`config.mk`:
```
export PLATFORM = sky130hd
export DESIGN_NAME = dma_io_device_flat
export DESIGN_NICKNAME = d
export VERILOG_FILES = /design/src/rtl/dma_pkg.sv /design/src/rtl/dma_io_device_if.sv /design/src/rtl/dma_byte_fifo.sv /design/src/rtl/dma_io_device.sv /design/src/flat_wrapper.sv
export SDC_FILE = /design/constraint.sdc
export NUM_CORES = 1
export LEC_CHECK = 0
export ABC_CLOCK_PERIOD_IN_PS = 6200
export CELL_PAD_IN_SITES_DETAIL_PLACEMENT = 2
export CELL_PAD_IN_SITES_GLOBAL_PLACEMENT = 2
export CORE_UTILIZATION = 42
export CTS_BUF_LIST = sky130_fd_sc_hd__clkbuf_16
export CTS_CLUSTER_SIZE = 16
export DETAILED_ROUTE_END_ITERATION = 10
export PLACE_DENSITY = 0.93
export SYNTH_ARGS = -nofsm -noshare
export SYNTH_HDL_FRONTEND = slang
export SYNTH_SLANG_ARGS = --single-unit
```
`constraint.sdc`:
```
create_clock -name CLK -period 6.2 [get_ports CLK]
set_input_delay 1.24 -clock CLK [delete_from_list [all_inputs] [get_ports CLK]]
set_output_delay 1.24 -clock CLK [all_outputs]
set_load 0.05 [all_outputs]
```
`src/rtl/dma_pkg.sv`:
```
// Shared definitions for the DMA I/O device: FSM state encoding and transfer direction.
// Latency: n/a (types and constants only).
// Backpressure: n/a.
package dma_pkg;

  // Channel FSM. REQ asks the controller for the bus; XFER is the DACK window.
  typedef enum logic [1:0] {
    IDLE = 2'd0,
    REQ  = 2'd1,
    XFER = 2'd2,
    DONE = 2'd3
  } dmaState_t;

  // Transfer direction as seen from memory.
  localparam logic DIR_SOURCE = 1'b0; // device -> memory, controller reads with IOR_N
  localparam logic DIR_SINK   = 1'b1; // memory -> device, controller writes with IOW_N

  // True on the cycle an active-low strobe is released (previous low, now high).
  function automatic logic strobeReleased(input logic prevLevel, input logic curLevel);
    return !prevLevel && curLevel;
  endfunction

endpackage

```
`src/rtl/dma_io_device_if.sv`:
```
// System-bus side of the DMA I/O device: request/acknowledge, strobes and data bus.
// Latency: n/a (wires only).
// Backpressure: n/a; the controller paces transfers with DACK and the strobes.
// Ports (signals): DREQ, DACK, IOR_N, IOW_N, EOP_N, DB_IN[DW], DB_OUT[DW], DB_OE.
interface dma_io_device_if #(
  parameter int DW = 8
);

  logic          DREQ;
  logic          DACK;
  logic          IOR_N;
  logic          IOW_N;
  logic          EOP_N;
  logic [DW-1:0] DB_IN;
  logic [DW-1:0] DB_OUT;
  logic          DB_OE;

  // DMA controller side.
  modport master (
    input  DREQ, DB_OUT, DB_OE,
    output DACK, IOR_N, IOW_N, EOP_N, DB_IN
  );

  // Device side.
  modport slave (
    output DREQ, DB_OUT, DB_OE,
    input  DACK, IOR_N, IOW_N, EOP_N, DB_IN
  );

endinterface

```
`src/rtl/dma_byte_fifo.sv`:
```
// Circular FIFO of DEPTH words of DW bits with a combinational head output.
// Latency: write visible at head one cycle after push into an empty FIFO.
// Backpressure: push ignored when full unless a pop happens the same cycle; pop ignored when empty.
// Ports: clk, rst, push/pushData, pop/popData (head), count, full, empty.
module dma_byte_fifo #(
  parameter int DEPTH = 8,
  parameter int DW    = 8
) (
  input  logic                     clk,
  input  logic                     rst,
  input  logic                     push,
  input  logic [DW-1:0]            pushData,
  input  logic                     pop,
  output logic [DW-1:0]            popData,
  output logic [$clog2(DEPTH):0]   count,
  output logic                     full,
  output logic                     empty
);

  localparam int AW = $clog2(DEPTH);
  localparam int CW = AW + 1;
  localparam logic [CW-1:0] CNT_ONE = CW'(1);
  localparam logic [AW-1:0] PTR_ONE = AW'(1);

  logic [DW-1:0] mem [DEPTH];
  logic [AW-1:0] wrPtr;
  logic [AW-1:0] rdPtr;
  logic          doPush;
  logic          doPop;

  assign full    = (count == CW'(DEPTH));
  assign empty   = (count == '0);
  assign popData = mem[rdPtr];

  // A pop frees the head slot in the same cycle, so a full FIFO can still
  // accept a simultaneous push; the write lands after the head is consumed.
  assign doPop  = pop && !empty;
  assign doPush = push && (!full || doPop);

  always_ff @(posedge clk) begin
    if (doPush) begin
      mem[wrPtr] <= pushData;
    end
  end

  // DEPTH is a power of two, so pointer overflow is the modulo wrap.
  always_ff @(posedge clk or posedge rst) begin
    if (rst) begin
      wrPtr <= '0;
      rdPtr <= '0;
      count <= '0;
    end else begin
      if (doPush) begin
        wrPtr <= wrPtr + PTR_ONE;
      end
      if (doPop) begin
        rdPtr <= rdPtr + PTR_ONE;
      end
      case ({doPush, doPop})
        2'b10:   count <= count + CNT_ONE;
        2'b01:   count <= count - CNT_ONE;
        default: count <= count;
      endcase
    end
  end

endmodule

```
`src/rtl/dma_io_device.sv`:
```
// Single-channel DMA peripheral: buffers bytes between a local stream port and a DMA bus.
// Latency: DREQ one cycle after the FIFO becomes eligible; bus pop/push on strobe release.
// Backpressure: push_ready drops when full (source); DREQ withheld while full (sink) or empty (source).
// Ports: CLK, RESET, bus (DREQ/DACK/IOR_N/IOW_N/EOP_N/DB_*), enable, dir,
//        push_valid/push_data/push_ready, pop_valid/pop_data/pop_ready, count, done, underrun, overrun.
module dma_io_device
  import dma_pkg::*;
#(
  parameter int DEPTH = 8,
  parameter int DW    = 8
) (
  input  logic                   CLK,
  input  logic                   RESET,
  dma_io_device_if.slave         bus,
  input  logic                   enable,
  input  logic                   dir,
  input  logic                   push_valid,
  input  logic [DW-1:0]          push_data,
  output logic                   push_ready,
  output logic                   pop_valid,
  output logic [DW-1:0]          pop_data,
  input  logic                   pop_ready,
  output logic [$clog2(DEPTH):0] count,
  output logic                   done,
  output logic                   underrun,
  output logic                   overrun
);

  dmaState_t     state;
  dmaState_t     nextState;
  logic          dirQ;
  logic          dirEff;
  logic          iorPrev;
  logic          iowPrev;
  logic          dackQ;
  logic          eopQ;
  logic          enableQ;
  logic          inDoneQ;

  logic          strobeOk;
  logic          iorRise;
  logic          iowRise;
  logic          localPush;
  logic          localPop;
  logic          fifoPush;
  logic          fifoPop;
  logic [DW-1:0] fifoPushData;
  logic [DW-1:0] head;
  logic          fifoFull;
  logic          fifoEmpty;
  logic          setUnderrun;
  logic          setOverrun;
  logic          busOe;

  // Direction follows the input while idle and is frozen for the whole transfer.
  assign dirEff = (state == IDLE) ? dir : dirQ;

  // A strobe counts only if DACK was held while it was low; dackQ covers the
  // release cycle, which may coincide with the controller dropping DACK.
  assign strobeOk = (state == XFER) && dackQ;
  assign iorRise  = strobeOk && (dirQ == DIR_SOURCE) && strobeReleased(iorPrev, bus.IOR_N);
  assign iowRise  = strobeOk && (dirQ == DIR_SINK)   && strobeReleased(iowPrev, bus.IOW_N);

  assign push_ready = (dirEff == DIR_SOURCE) && !fifoFull;
  assign pop_valid  = (dirEff == DIR_SINK) && !fifoEmpty;
  assign pop_data   = head;
  assign localPush  = push_valid && push_ready;
  assign localPop   = pop_valid && pop_ready;

  // Only one producer and one consumer are live for a given direction.
  assign fifoPush     = localPush || iowRise;
  assign fifoPushData = iowRise ? bus.DB_IN : push_data;
  assign fifoPop      = localPop || iorRise;

  assign setUnderrun = iorRise && fifoEmpty;
  assign setOverrun  = iowRise && fifoFull && !localPop;

  dma_byte_fifo #(
    .DEPTH (DEPTH),
    .DW    (DW)
  ) u_fifo (
    .clk      (CLK),
    .rst      (RESET),
    .push     (fifoPush),
    .pushData (fifoPushData),
    .pop      (fifoPop),
    .popData  (head),
    .count    (count),
    .full     (fifoFull),
    .empty    (fifoEmpty)
  );

  // Bus drive: head word during a qualified read strobe, all-ones if nothing to give.
  assign busOe      = (state == XFER) && (dirQ == DIR_SOURCE) && bus.DACK && !bus.IOR_N;
  assign bus.DB_OE  = busOe;
  assign bus.DB_OUT = !busOe ? '0 : (fifoEmpty ? '1 : head);

  // Gated with enable so a request withdrawn in REQ disappears the same cycle.
  assign bus.DREQ = (state == REQ) && enable;

  assign done = (state == DONE) && !inDoneQ;

  always_comb begin
    nextState = state;
    case (state)
      IDLE: begin
        if (enable && (((dirEff == DIR_SOURCE) && !fifoEmpty) ||
                       ((dirEff == DIR_SINK) && !fifoFull))) begin
          nextState = REQ;
        end
      end
      REQ: begin
        if (!enable) begin
          nextState = IDLE;
        end else if (bus.DACK) begin
          nextState = XFER;
        end
      end
      XFER: begin
        // XFER is entered with DACK high, so any low sample is the falling edge.
        if (!bus.DACK) begin
          nextState = (eopQ || !bus.EOP_N) ? DONE : IDLE;
        end
      end
      DONE: begin
        if (!enable) begin
          nextState = IDLE;
        end
      end
      default: nextState = IDLE;
    endcase
  end

  always_ff @(posedge CLK or posedge RESET) begin
    if (RESET) begin
      state    <= IDLE;
      dirQ     <= DIR_SOURCE;
      iorPrev  <= 1'b1;
      iowPrev  <= 1'b1;
      dackQ    <= 1'b0;
      eopQ     <= 1'b0;
      enableQ  <= 1'b0;
      inDoneQ  <= 1'b0;
      underrun <= 1'b0;
      overrun  <= 1'b0;
    end else begin
      state   <= nextState;
      if (state == IDLE) begin
        dirQ <= dir;
      end
      iorPrev <= bus.IOR_N;
      iowPrev <= bus.IOW_N;
      dackQ   <= bus.DACK;
      eopQ    <= (state == XFER) && (eopQ || !bus.EOP_N);
      enableQ <= enable;
      inDoneQ <= (state == DONE);

      // Error flags are sticky until the channel is re-enabled.
      if (enable && !enableQ) begin
        underrun <= 1'b0;
        overrun  <= 1'b0;
      end else begin
        if (setUnderrun) begin
          underrun <= 1'b1;
        end
        if (setOverrun) begin
          overrun <= 1'b1;
        end
      end
    end
  end

endmodule

```
`src/flat_wrapper.sv`:
```
// flat-port wrapper written by rule: the top's interface ports become plain ports
module dma_io_device_flat import dma_pkg::*;
#(
  parameter int DEPTH = 8,
  parameter int DW    = 8
)
  (CLK, RESET, enable, dir, push_valid, push_data, push_ready, pop_valid, pop_data, pop_ready, count, done, underrun, overrun, bus_DREQ, bus_DB_OUT, bus_DB_OE, bus_DACK, bus_IOR_N, bus_IOW_N, bus_EOP_N, bus_DB_IN);
  dma_io_device_if #(.DW(DW)) bus_i ();
  input  logic CLK;
  input  logic RESET;
  input  logic enable;
  input  logic dir;
  input  logic push_valid;
  input  logic [DW-1:0] push_data;
  output logic push_ready;
  output logic pop_valid;
  output logic [DW-1:0] pop_data;
  input  logic pop_ready;
  output logic [$clog2(DEPTH):0] count;
  output logic done;
  output logic underrun;
  output logic overrun;
  output wire logic [$bits(bus_i.DREQ)-1:0] bus_DREQ;
  output wire logic [$bits(bus_i.DB_OUT)-1:0] bus_DB_OUT;
  output wire logic [$bits(bus_i.DB_OE)-1:0] bus_DB_OE;
  input wire logic [$bits(bus_i.DACK)-1:0] bus_DACK;
  input wire logic [$bits(bus_i.IOR_N)-1:0] bus_IOR_N;
  input wire logic [$bits(bus_i.IOW_N)-1:0] bus_IOW_N;
  input wire logic [$bits(bus_i.EOP_N)-1:0] bus_EOP_N;
  input wire logic [$bits(bus_i.DB_IN)-1:0] bus_DB_IN;
  assign bus_DREQ = bus_i.DREQ;
  assign bus_DB_OUT = bus_i.DB_OUT;
  assign bus_DB_OE = bus_i.DB_OE;
  assign bus_i.DACK = bus_DACK;
  assign bus_i.IOR_N = bus_IOR_N;
  assign bus_i.IOW_N = bus_IOW_N;
  assign bus_i.EOP_N = bus_EOP_N;
  assign bus_i.DB_IN = bus_DB_IN;
  dma_io_device #(.DEPTH(DEPTH), .DW(DW)) u_core (.CLK(CLK), .RESET(RESET), .bus(bus_i), .enable(enable), .dir(dir), .push_valid(push_valid), .push_data(push_data), .push_ready(push_ready), .pop_valid(pop_valid), .pop_data(pop_data), .pop_ready(pop_ready), .count(count), .done(done), .underrun(underrun), .overrun(overrun));
endmodule
```
=== Word-level counts from Yosys, hierarchy flattened ===
Memory sizes are Yosys's and may differ from the RTL's.
Cells that the tools add are included.

* Input port bits: 26
* Memories: 1
* Bits in writable memories: 64
* Word-level logic and storage cells: 94
* Output and inout port bits: 27
* Register bits after elaboration: 21

* Reduce and logical (&&, ||, !) cells: 46
* Muxes and demuxes: 18
* Equality and inequality tests: 10
* Add/subtract/negate cells: 4
* Bitwise gates (word level): 2

{| class="wikitable"
|+ Memories
! memory !! depth !! bits a word !! rd ports !! clocked after Yosys merged registers in !! wr ports !! RTL line !! source
|-
| u_core.u_fifo.mem || 8 || 8 || 1 || 0 || 1 || dma_byte_fifo.sv:25 || <nowiki>logic [DW-1:0] mem [DEPTH];</nowiki>
|}

{| class="wikitable"
|+ Operators with widths
! operator !! count
|-
| 1-bit logical AND || 26
|-
| 8-bit 2-to-1 mux || 3
|-
| 2-bit 2-to-1 mux || 6
|-
| 1-bit zero test || 9
|-
| 2-bit one-hot mux with 4 select lines || 1
|-
| 4-bit one-hot mux with 2 select lines || 1
|-
| 1-bit 2-to-1 mux || 7
|-
| 3-bit by 1-bit adder with 3-bit output, second input constant || 2
|-
| 2-bit == test, second input constant || 3
|-
| 2-bit != test, second input constant || 3
|-
| 2-bit nonzero test || 3
|-
| 1-bit logical OR || 5
|-
| 4-bit by 1-bit adder with 4-bit output, second input constant || 1
|-
| 2-bit by 1-bit == test with 1-bit output, second input constant || 2
|-
| 4-bit == test, second input constant || 1
|-
| 4-bit zero test || 1
|-
| 4-bit AND reduction || 1
|-
| 4-bit by 1-bit subtractor with 4-bit output, second input constant || 1
|-
| 3-bit != test, second input constant || 1
|-
| 2-bit zero test || 1
|-
| 1-bit NOT || 2
|}

=== Longest topological paths before layout ===
* Word-level depth: 10
* Mapped depth: 12
* Depth with buffers taken out: 10

=== Hierarchy ===
From an unflattened synthesis, not the netlist that was laid out.

* Cell total of the unflattened synthesis: 243
* Area, all modules: 3842.4 µm²

{| class="wikitable"
|+ By module, submodules not included
! module !! cells an instance !! sequential area each (µm²) !! instances !! area each (µm²)
|-
| dma_byte_fifo || 165 || 2172.1 || 1 || 3135.5
|-
| dma_io_device || 78 || 277.8 || 1 || 706.9
|}

=== Worst setup path after synthesis ===
Ideal clock, no wire load.

* Kind: in2out
* Start: in bus_DACK
* End: out bus_DB_OUT[0]
* Data arrival time: 2.630 ns
* Data required time: 4.960 ns
* Stages on the path: 4
* Setup slack: 2.330 ns
* Cells stage by stage: inv_1 > or4_1 > clkbuf_1 > nor2_1

* Longest elaborated chain between the ends: 3

{| class="wikitable"
|+ Ends and longest elaborated chain
! what !! RTL line !! source
|-
| from (decl) || flat_wrapper.sv:26 || <nowiki>input wire logic [$bits(bus_i.DACK)-1:0] bus_DACK;</nowiki>
|-
| 1-bit logical AND (2 in a row) || dma_io_device.sv:94 || <nowiki>assign busOe = (state == XFER) && (dirQ == DIR_SOURCE) && bus.DACK && !bus.IOR_N;</nowiki>
|-
| 8-bit 2-to-1 mux || dma_io_device.sv:96 || <nowiki>assign bus.DB_OUT = !busOe ? '0 : (fifoEmpty ? '1 : head);</nowiki>
|-
| to (decl) || flat_wrapper.sv:24 || <nowiki>output wire logic [$bits(bus_i.DB_OUT)-1:0] bus_DB_OUT;</nowiki>
|}

No other way between the ends.

=== Worst setup path after layout ===
Same ends and word-level chain as after synthesis.

==> qor.csv <==
metric,value,unit
rsz0062_at_grt,no,
cts.sinks,85,
cts_tree,yes,
wl,10700,µm
grt_pass1_wl,15600,µm
period_share,79.2,%
end_kind,primary output,
synthFlopType,edfxtp_1,
drc,0,
synth_fp_nets,259,
area_growth,25.0,%
slew_violations,0,
required,4960,ps
crit_slowest_cell,clkdlybuf4s50_1,
drtAntennaViolNets,0,
vias,2295,
p_per_area,500,nW/µm²
yosysTopAreaCell,edfxtp_1,
initial_core_util,43.3,%
setup_tns,0,ps
slew_headroom,24.7,%
synthesis.area,3760,µm²
postLayoutCellArea,4700,µm²
leakage,1.64,nW
crit_path_max_incr_delay,840,ps
ir_worst_vdd,0.210,mV
ys_top_cells_by_area,"edfxtp_1 51%, dfrtp_1 13%, mux4_2 9.6%, mux2_2 5.1%, nor2_1 2.1%",
cts_root_buf,clkbuf_16,
final_layout_size_suffix_gt1_share,24.6,%
maxCapViolCount,0,
hold_viol,0,
viasPerCell,5.72,
die_w,96.6,µm
hp-class,flip-flop to flip-flop,
cts.repair.resized,0,
synth_top_area_share,51.2,%
die-area,9320,µm²
layout.cells.non_filler,401,
nets,319,
dp_hpwl,7260,µm
crit_chain,clkdlybuf4s50_1 > inv_1 > or4_1 > nor2_1 > clkdlybuf4s50_1,
placedCellCount,385,
fillers,781,
avgSynthCellArea,16.5,µm²
synth_cell_type_count,47,
netlist_instances,228,
grt_usage,24.8,%
critPathKind,primary input to primary output,
clkSlewWorstSetupHoldPaths,60,ps
overflow,0,
core-area,8680,µm²
async_flop_share,24.7,%
path_common_cell,clkdlybuf4s50_1,
grt_pass1_vias,2555,
setup_viol_count_final,0,
synth-seq-cells,85,
wl_per_cell,26.6,µm
gp_congestion,0.749,
hold_slack,537,ps
hold_buffers,0,
path_max_fanout,9,
finalWorstSetupSlack,1290,ps
cts_max_level,3,
yosysSeqAreaShare,65.2,%
io-pin-count,53,
port_buffers,52,
yosysWarnings,0,
std_cell_rows,34,
antenna_found_initial,0,
first_pass_iters,4,
crit_arrival,3670,ps
cp-start-kind,primary input,
max_freq,204,MHz
num_antenna_cells,0,
clockBufferDepth,2,
postCtsSetupBuffers,0,
run_status,"finished, final reports clean",
place_area,4410,µm²
synth_edf_count,64,
cts_buffers,9,
dieHeight,96.6,µm
dp_slack,1270,ps
first_iter_violations,101,
grt_max_degree,22,
clock_latency,330,ps
finClkSkew,6.73,ps
worst-slew-pin-transition,1130,ps
fin_crit,4910,ps
==> cell usage in the layout (no fill, tap or decap), types with 2 or more instances in the layout <==
cell type	Yosys	final
nor3_2	0	2
buf_4	0	8
mux4_2	16	16
nor2b_1	2	2
clkbuf_16	0	9
dfrtp_1	19	19
nor2_1	21	21
mux2_2	17	17
clkinv_2	0	2
mux2_1	2	2
nor4b_1	2	2
ha_1	5	5
clkdlybuf4s50_1	0	52
nand3b_1	2	2
edfxtp_1	64	64
nor4b_2	4	4
nand2_1	4	4
o21ai_0	6	6
xor2_1	6	6
xnor2_1	3	3
nor4_1	2	2
or4_4	2	2
inv_1	8	10
a21oi_1	6	6
dfstp_2	2	2
==> synthesized netlist by cell type (all sizes together) (2+ instances only) <==
cell    count
nor4        3
nor2b       2
inv         8
dfrtp      19
a21oi       7
ha          5
nor3        3
mux4       16
clkbuf      2
nor2       21
xnor2       3
nand3b      2
xor2        6
nor4b       6
nand2       4
buf         9
o21ai       6
nor3b       2
edfxtp     64
or4         3
mux2       19
dfstp       2
==> worst max-delay path, delay by kind of cell <==
family	cells	cell delay [ps]
AND/OR/NAND/NOR	2	930
buffers and inverters	3	1490
==> metrics by stage <==
stage / power (mW) / utilization (%)
finish: 2.35 / 54.1
global placement: 1.75 / 50.9
detailed placement: 1.84 / 50.9
CTS: 2.37 / 54.1
global route: 2.45 / 54.1
floorplan: 1.52 / -
==> worst paths after layout <==
| check | start | end | slack [ps] | cells past startpoint |
|---|---|---|---|---|
| setup / recovery | bus_DACK | bus_DB_OUT[0] | 1290 | 5 |
| hold / removal | u_core.underrun | u_core.underrun | 540 | 1 |
| setup reg to reg | u_core.u_fifo.count[0] | u_core.u_fifo.count[2] | 2910 | 10 |
| hold reg to reg | u_core.underrun | u_core.underrun | 540 | 1 |
| max in group asynchronous | RESET | u_core.u_fifo.rdPtr[1] | 4290 | 2 |
| min in group asynchronous | RESET | u_core.u_fifo.count[0] | 1390 | 2 |
==> flip-flops by register name, indices dropped and copies added, names as in the netlist <==
| signal | flops |
|---|---|
| u_core.state | 2 |
| u_core.dackQ | 1 |
| u_core.u_fifo.mem | 64 |
| u_core.eopQ | 1 |
| u_core.iowPrev | 1 |
| u_core.iorPrev | 1 |
| u_core.u_fifo.rdPtr | 3 |
| u_core.enableQ | 1 |
| u_core.u_fifo.wrPtr | 3 |
| u_core.overrun | 1 |
| u_core.dirQ | 1 |
| u_core.u_fifo.count | 4 |
| u_core.underrun | 1 |
| u_core.inDoneQ | 1 |
==> layout make-up <==
type | instances | area, µm² | area share, %
clock inverter | 7 | 58.8 | 1.25
timing repair buffer | 60 | 581 | 12.4
inverter | 8 | 30.0 | 0.639
sequential | 85 | 2450 | 52.2
multi-input combinational | 124 | 1220 | 25.9
clock buffer | 9 | 225 | 4.79
tap | 108 | 135 | 2.88
==> report_power, final <==
part | leakage (nW) | internal, mW | switching, mW
clock | 0.145 | 0.306 | 0.212
sequential | 0.834 | 0.711 | 0.167
combinational | 0.661 | 0.401 | 0.551
total | 1.64 | 1.42 | 0.929
==> metal layers <==
metal  global-route usage (%)  wire [µm]  vias to the layer above
met3                     3.68        243                       15
met1                     29.3       4220                     1231
li1                         -          -                      998
met5                        0          0                        -
met4                     9.68        218                        0
met2                     45.1       5980                       51
==> cells by family (layout without fill, tap and decap cells) <==
kind of cell             after synthesis  after routing  share of synthesized area [%]
AND/OR/NAND/NOR                       53             53                           8.96
multiplexers                          35             35                           15.3
adder cells (fa/ha/maj)                5              5                           1.67
XOR/XNOR                               9              9                           2.10
buffers and inverters                 19             84                           2.63
flip-flops                            85             85                           65.2
AO/OA/AOI/OAI                         22             22                           4.13
Note: power is estimated with default switching activity, not from simulation.
==> edit 1 (same flow settings) <==
Compare `count` against `CW'(DEPTH)` with >= in place of ==.
--- a/src/rtl/dma_byte_fifo.sv
+++ b/src/rtl/dma_byte_fifo.sv
@@ -28,7 +28,7 @@
   logic          doPush;
   logic          doPop;
 
-  assign full    = (count == CW'(DEPTH));
+  assign full    = (count >= CW'(DEPTH));
   assign empty   = (count == '0);
   assign popData = mem[rdPtr];
 
Function: same outputs for any inputs over 4 cycles, from zero or initial values and one cycle with RESET high; that may be too few to reach the edited logic, so the function may still have changed.
==> edit 1 against the original RTL <==
Setup slack improved by 0.11 ns. Routed wire length fell by 1.3%. Total power fell by 1.2%. Hold slack improved by 0.0019 ns. Sequential share of layout area rose by 0.63 points. Die area fell by 1.0%. Synthesized area fell by 1.0%. Synthesized cell count fell by 1.3%. Design area fell by 1.2%. Sequential cell count did not move. Critical endpoint is now bus_DB_OUT[2]. Largest cell class unchanged.
==> edit 1: results (changes against the original RTL) <==
stage,metric,value,unit,change
setup_path,worst-path maximum fanout,9,,unchanged
drt,drt via density,5.77,,+0.82%
yosys,Ys Warns,0,,unchanged
yosys,Mapped Cells,225,,-1.3%
layout,Nets,313,,-1.9%
yosys,Synth area leaders,"edfxtp_1 (52%), dfrtp_1 (13%), mux4_2 (9.7%)",,
clock_network,TritonCTS Buffers,9,,unchanged
yosys,ys flop type,edfxtp_1,,
clock_network,post_cts resized,0,,unchanged
global_routing,vias in the first global route,2491,,-2.5%
yosys,number of synthesized flops with an enable pin,64,,unchanged
drt,uppermost layer routed,met4,,
setup_path,WP data arrival,3.57,ns,-0.10 ns
clock_network,clock transition at the registers of the reported paths,0.06,ns,about the same
layout,Final Non-Filler Cells,392,,-2.2%
drt,WL met1,4120,µm,-2.3%
place,post-place instance area,4360,µm²,-1.2%
clock_network,clock buffer depth,2,,unchanged
worst_hold_path,worst hold path type,reg2reg,,
layout,proportion of layout cells with a drive suffix above 1,21.3,%,-3.3 points
power,Leak,0.00162,µW,-1.3%
run_status,status,finished clean,,
yosys,Async SR Flop Fraction,24.7,%,unchanged
place,GP Congestion,0.750,,about the same
yosys,syn nets,256,,-1.2%
layout,Largest regs,"u_core.u_fifo.mem: 64 flops, u_core.u_fifo.count: 4 flops",,
global_routing,GR Util All Layers,25.4,%,+0.67 points
place,cell count after placement,376,,-2.3%
layout,Ant. Diodes,0,,unchanged
timing,final slew viol count,0,,unchanged
place,hpwl dp,7150,µm,-1.6%
clock_network,post-CTS setup buffers,0,,unchanged
clock_network,clk_lat worst skew,0.34,ns,
yosys,"Seq/Total Area, Yosys",65.9,%,+0.68 points
layout,Layout fillers,753,,-3.6%
place,Port Buf Inserts,52,,unchanged
timing,Post-Route Skew,0.00455,ns,-0.00218 ns
drt,wire length on met3,470,µm,+93%
drt,First-pass DRT Iterations,4,,unchanged
yosys,post-synth cell types,45,,-4.3%
yosys,Synth top cells by count,"edfxtp_1 (64), nor2_1 (22), dfrtp_1 (19), mux4_2 (16), mux2_1 (10)",,
global_routing,first-pass GRT wire length,15700,µm,+0.93%
drt,WL/cell,26.9,µm,+1.0%
drt,wire length on met2,5680,µm,-5.0%
drt,DR iter-0 viols,134,,+33%
timing,Worst Tran Pin Value,1.30,ns,+0.167 ns
power,peak supply drop,0.227,mV,+8.3%
-- edit 1: cell families after synthesis --
logic type	Yosys count	synth area share [%]
DFF	85	65.9
xor gates and xnor gates	9	2.12
adders and majority gates	5	1.68
muxes	36	15.8
AOI/OAI and AO/OA	18	3.10
and+or+nand+nor	53	8.95
buffers and inverters	19	2.42
-- edit 1: critical path, stage by stage --
cell	delay, ns
clkdlybuf4s50_1	0.53
or4b_1	0.71
nor2_1	0.24
clkdlybuf4s50_1	0.83
-- edit 1: final timing paths --
kind,start,endpoint,slack [ns],cells past startpoint
max,bus_DACK,bus_DB_OUT[2],1.39,4
max reg2reg,u_core.state[1],u_core.u_fifo.count[3],2.76,11
max in group asynchronous,RESET,u_core.u_fifo.count[1],4.22,2
min in group asynchronous,RESET,u_core.dirQ,1.43,2
min,u_core.underrun,u_core.underrun,0.54,2
min reg2reg,u_core.underrun,u_core.underrun,0.54,2
-- edit 1: metal layers --
layer,GRT usage (%),vias to the layer above
met2,44.1,77
met5,0,-
met1,31.6,1193
met3,4.11,19
li1,-,973
met4,10.6,0
-- edit 1: metrics by stage --
step / total power (µW) / setup WS [ns]
finish: 2320 / 1.39
global route: 2420 / 1.32
CTS: 2340 / 1.38
detailed placement: 1810 / 1.43
global placement: 1730 / 1.52
floorplan: 1500 / 2.36
-- edit 1: layout make-up --
class | instances | area, µm² | area share [%]
clock buffers | 9 | 225 | 4.85
clock inverters | 7 | 55.1 | 1.19
inverters | 7 | 26.3 | 0.566
multi-input cells | 121 | 1190 | 25.6
flip-flops and latches | 85 | 2450 | 52.8
well taps | 105 | 131 | 2.83
repair buffers | 58 | 566 | 12.2
-- edit 1: report_power, final --
part           switching, µW  leakage, µW  total [µW]  internal [µW]
Clock                    234     0.000135         510            277
Sequential               177     0.000831         872            695
Combinational            537     0.000653         937            400
Total                    948      0.00162        2320           1370
==> edit 2 (config.mk and constraints unchanged) <==
Without the edit above. `DW` is set to 8 in 4 places; all go to 7.
--- a/src/rtl/dma_io_device_if.sv
+++ b/src/rtl/dma_io_device_if.sv
@@ -3,7 +3,7 @@
 // Backpressure: n/a; the controller paces transfers with DACK and the strobes.
 // Ports (signals): DREQ, DACK, IOR_N, IOW_N, EOP_N, DB_IN[DW], DB_OUT[DW], DB_OE.
 interface dma_io_device_if #(
-  parameter int DW = 8
+  parameter int DW = 7
 );
 
   logic          DREQ;
--- a/src/rtl/dma_byte_fifo.sv
+++ b/src/rtl/dma_byte_fifo.sv
@@ -4,7 +4,7 @@
 // Ports: clk, rst, push/pushData, pop/popData (head), count, full, empty.
 module dma_byte_fifo #(
   parameter int DEPTH = 8,
-  parameter int DW    = 8
+  parameter int DW    = 7
 ) (
   input  logic                     clk,
   input  logic                     rst,
--- a/src/rtl/dma_io_device.sv
+++ b/src/rtl/dma_io_device.sv
@@ -7,7 +7,7 @@
   import dma_pkg::*;
 #(
   parameter int DEPTH = 8,
-  parameter int DW    = 8
+  parameter int DW    = 7
 ) (
   input  logic                   CLK,
   input  logic                   RESET,
--- a/src/flat_wrapper.sv
+++ b/src/flat_wrapper.sv
@@ -2,7 +2,7 @@
 module dma_io_device_flat import dma_pkg::*;
 #(
   parameter int DEPTH = 8,
-  parameter int DW    = 8
+  parameter int DW    = 7
 )
   (CLK, RESET, enable, dir, push_valid, push_data, push_ready, pop_valid, pop_data, pop_ready, count, done, underrun, overrun, bus_DREQ, bus_DB_OUT, bus_DB_OE, bus_DACK, bus_IOR_N, bus_IOW_N, bus_EOP_N, bus_DB_IN);
   dma_io_device_if #(.DW(DW)) bus_i ();
Interface: changed (resized bus_DB_IN, bus_DB_OUT, pop_data and push_data); port bits go from 53 to 49. No check against the original RTL was run, so the function may have changed too.
==> edit 2 against the original RTL <==
Setup slack better by 0.31 ns. Sequential cell count decreased by 8. Routed wire length is 6.0% lower. Combinational power down 1%. First-iteration DRC count grew 49%. Total power up 2.2%. Largest power group unchanged. Design area fell by 7.1%. Synthesized area shrank 7.9%. Synthesized cell count is 7.0% lower. Critical path depth is the same. Via count down 6.8%. Clock power rose by 22%.
==> edit 2: results (changes against the original RTL) <==
stage,metric,value,unit,change
power,Power Internal,1470,µW,+3.7%
yosys,number of synthesized flops with an enable pin,56,,-13%
layout,Nets,292,,-8.5%
layout,proportion of layout cells with a drive suffix above 1,22.4,%,-2.2 points
setup_path,reg2reg path depth,11,,+1
setup_path,FF-to-FF Start,u_core.state[1],,
setup_path,worst-path maximum fanout,8,,-1
yosys,Post-Synth XOR/XNOR Area,2.53,%,+0.43 points
global_routing,GR Util All Layers,25.7,%,+0.94 points
yosys,post-synth cell types,46,,-2.1%
drt,drt via density,5.78,,+0.96%
drt,wire length on met3,386,µm,+59%
power,Leak,0.00156,µW,-5.2%
place,Setup WS pre-CTS,1.68,ns,+0.408 ns
layout,Largest regs,"u_core.u_fifo.mem: 56 flops, u_core.u_fifo.count: 4 flops",,
place,hpwl dp,6320,µm,-13%
worst_hold_path,Hold Path Depth,2,,+1
drt,wire length on met2,5400,µm,-9.7%
global_routing,vias in the first global route,2379,,-6.9%
setup_path,Worst R2R Setup Slack,2.82,ns,-0.09 ns
setup_path,WP data arrival,3.37,ns,-0.30 ns
power,peak supply drop,0.206,mV,-1.9%
yosys,Post-Synth Adder-Cell Area,1.81,%,+0.14 points
drt,WL/cell,27.1,µm,+1.9%
yosys,"Seq/Total Area, Yosys",63.8,%,-1.4 points
run_status,status,finished clean,,
global_routing,first-pass GRT wire length,15200,µm,-2.7%
drt,DR iter-0 viols,150,,+49%
-- edit 2: per-layer routing --
metal	track usage [%]	up-vias
met5	0	-
met1	30.7	1144
met3	4.93	18
met2	45.1	71
li1	-	905
met4	10.9	0
-- edit 2: final cells by class --
| type | instances | area share (%) |
|---|---|---|
| clock inverters | 7 | 3.01 |
| clock buffers | 9 | 5.16 |
| well taps | 102 | 2.93 |
| repair buffers | 50 | 11.4 |
| inverters | 5 | 0.430 |
| flip-flops and latches | 77 | 50.6 |
| multi-input cells | 120 | 26.5 |
-- edit 2: how the worst max path moves through the flow --
stage / from / to / slack, ns / depth (start not counted)
2_1_floorplan: enable / bus_DREQ / 2.57 / 1
3_3_place_gp: bus_IOW_N / u_core.u_fifo.count[2] / 1.85 / 12
3_5_place_dp: bus_IOR_N / bus_DB_OUT[4] / 1.68 / 5
4_1_cts: bus_IOR_N / bus_DB_OUT[4] / 1.59 / 5
5_1_grt: bus_IOR_N / bus_DB_OUT[4] / 1.50 / 5
6_report: bus_IOR_N / bus_DB_OUT[4] / 1.59 / 5
-- edit 2: worst min-delay path, delay by kind of cell (launching register included) --
family / cells / cell delay, ns
flip-flops: 1 / 0.34
AND/OR/NAND/NOR: 2 / 0.12
-- edit 2: power groups by stage --
stage	Clock [µW]	Combinational, µW	Sequential (µW)
6_report	634	940	826
5_1_grt	658	985	845
4_1_cts	643	945	827
3_5_place_dp	0	905	829
3_3_place_gp	0	861	814
2_1_floorplan	0	705	760
-- edit 2: stage by stage --
stage	cell area (µm²)	std cells	total power, µW	hold slack (ns)
after detailed placement	4010	354	1730	0.494
after CTS	4360	370	2410	0.507
after floorplan	3460	212	1460	0.466
after global placement	4010	354	1680	0.488
after global routing	4360	370	2490	0.537
final	4360	370	2400	0.501
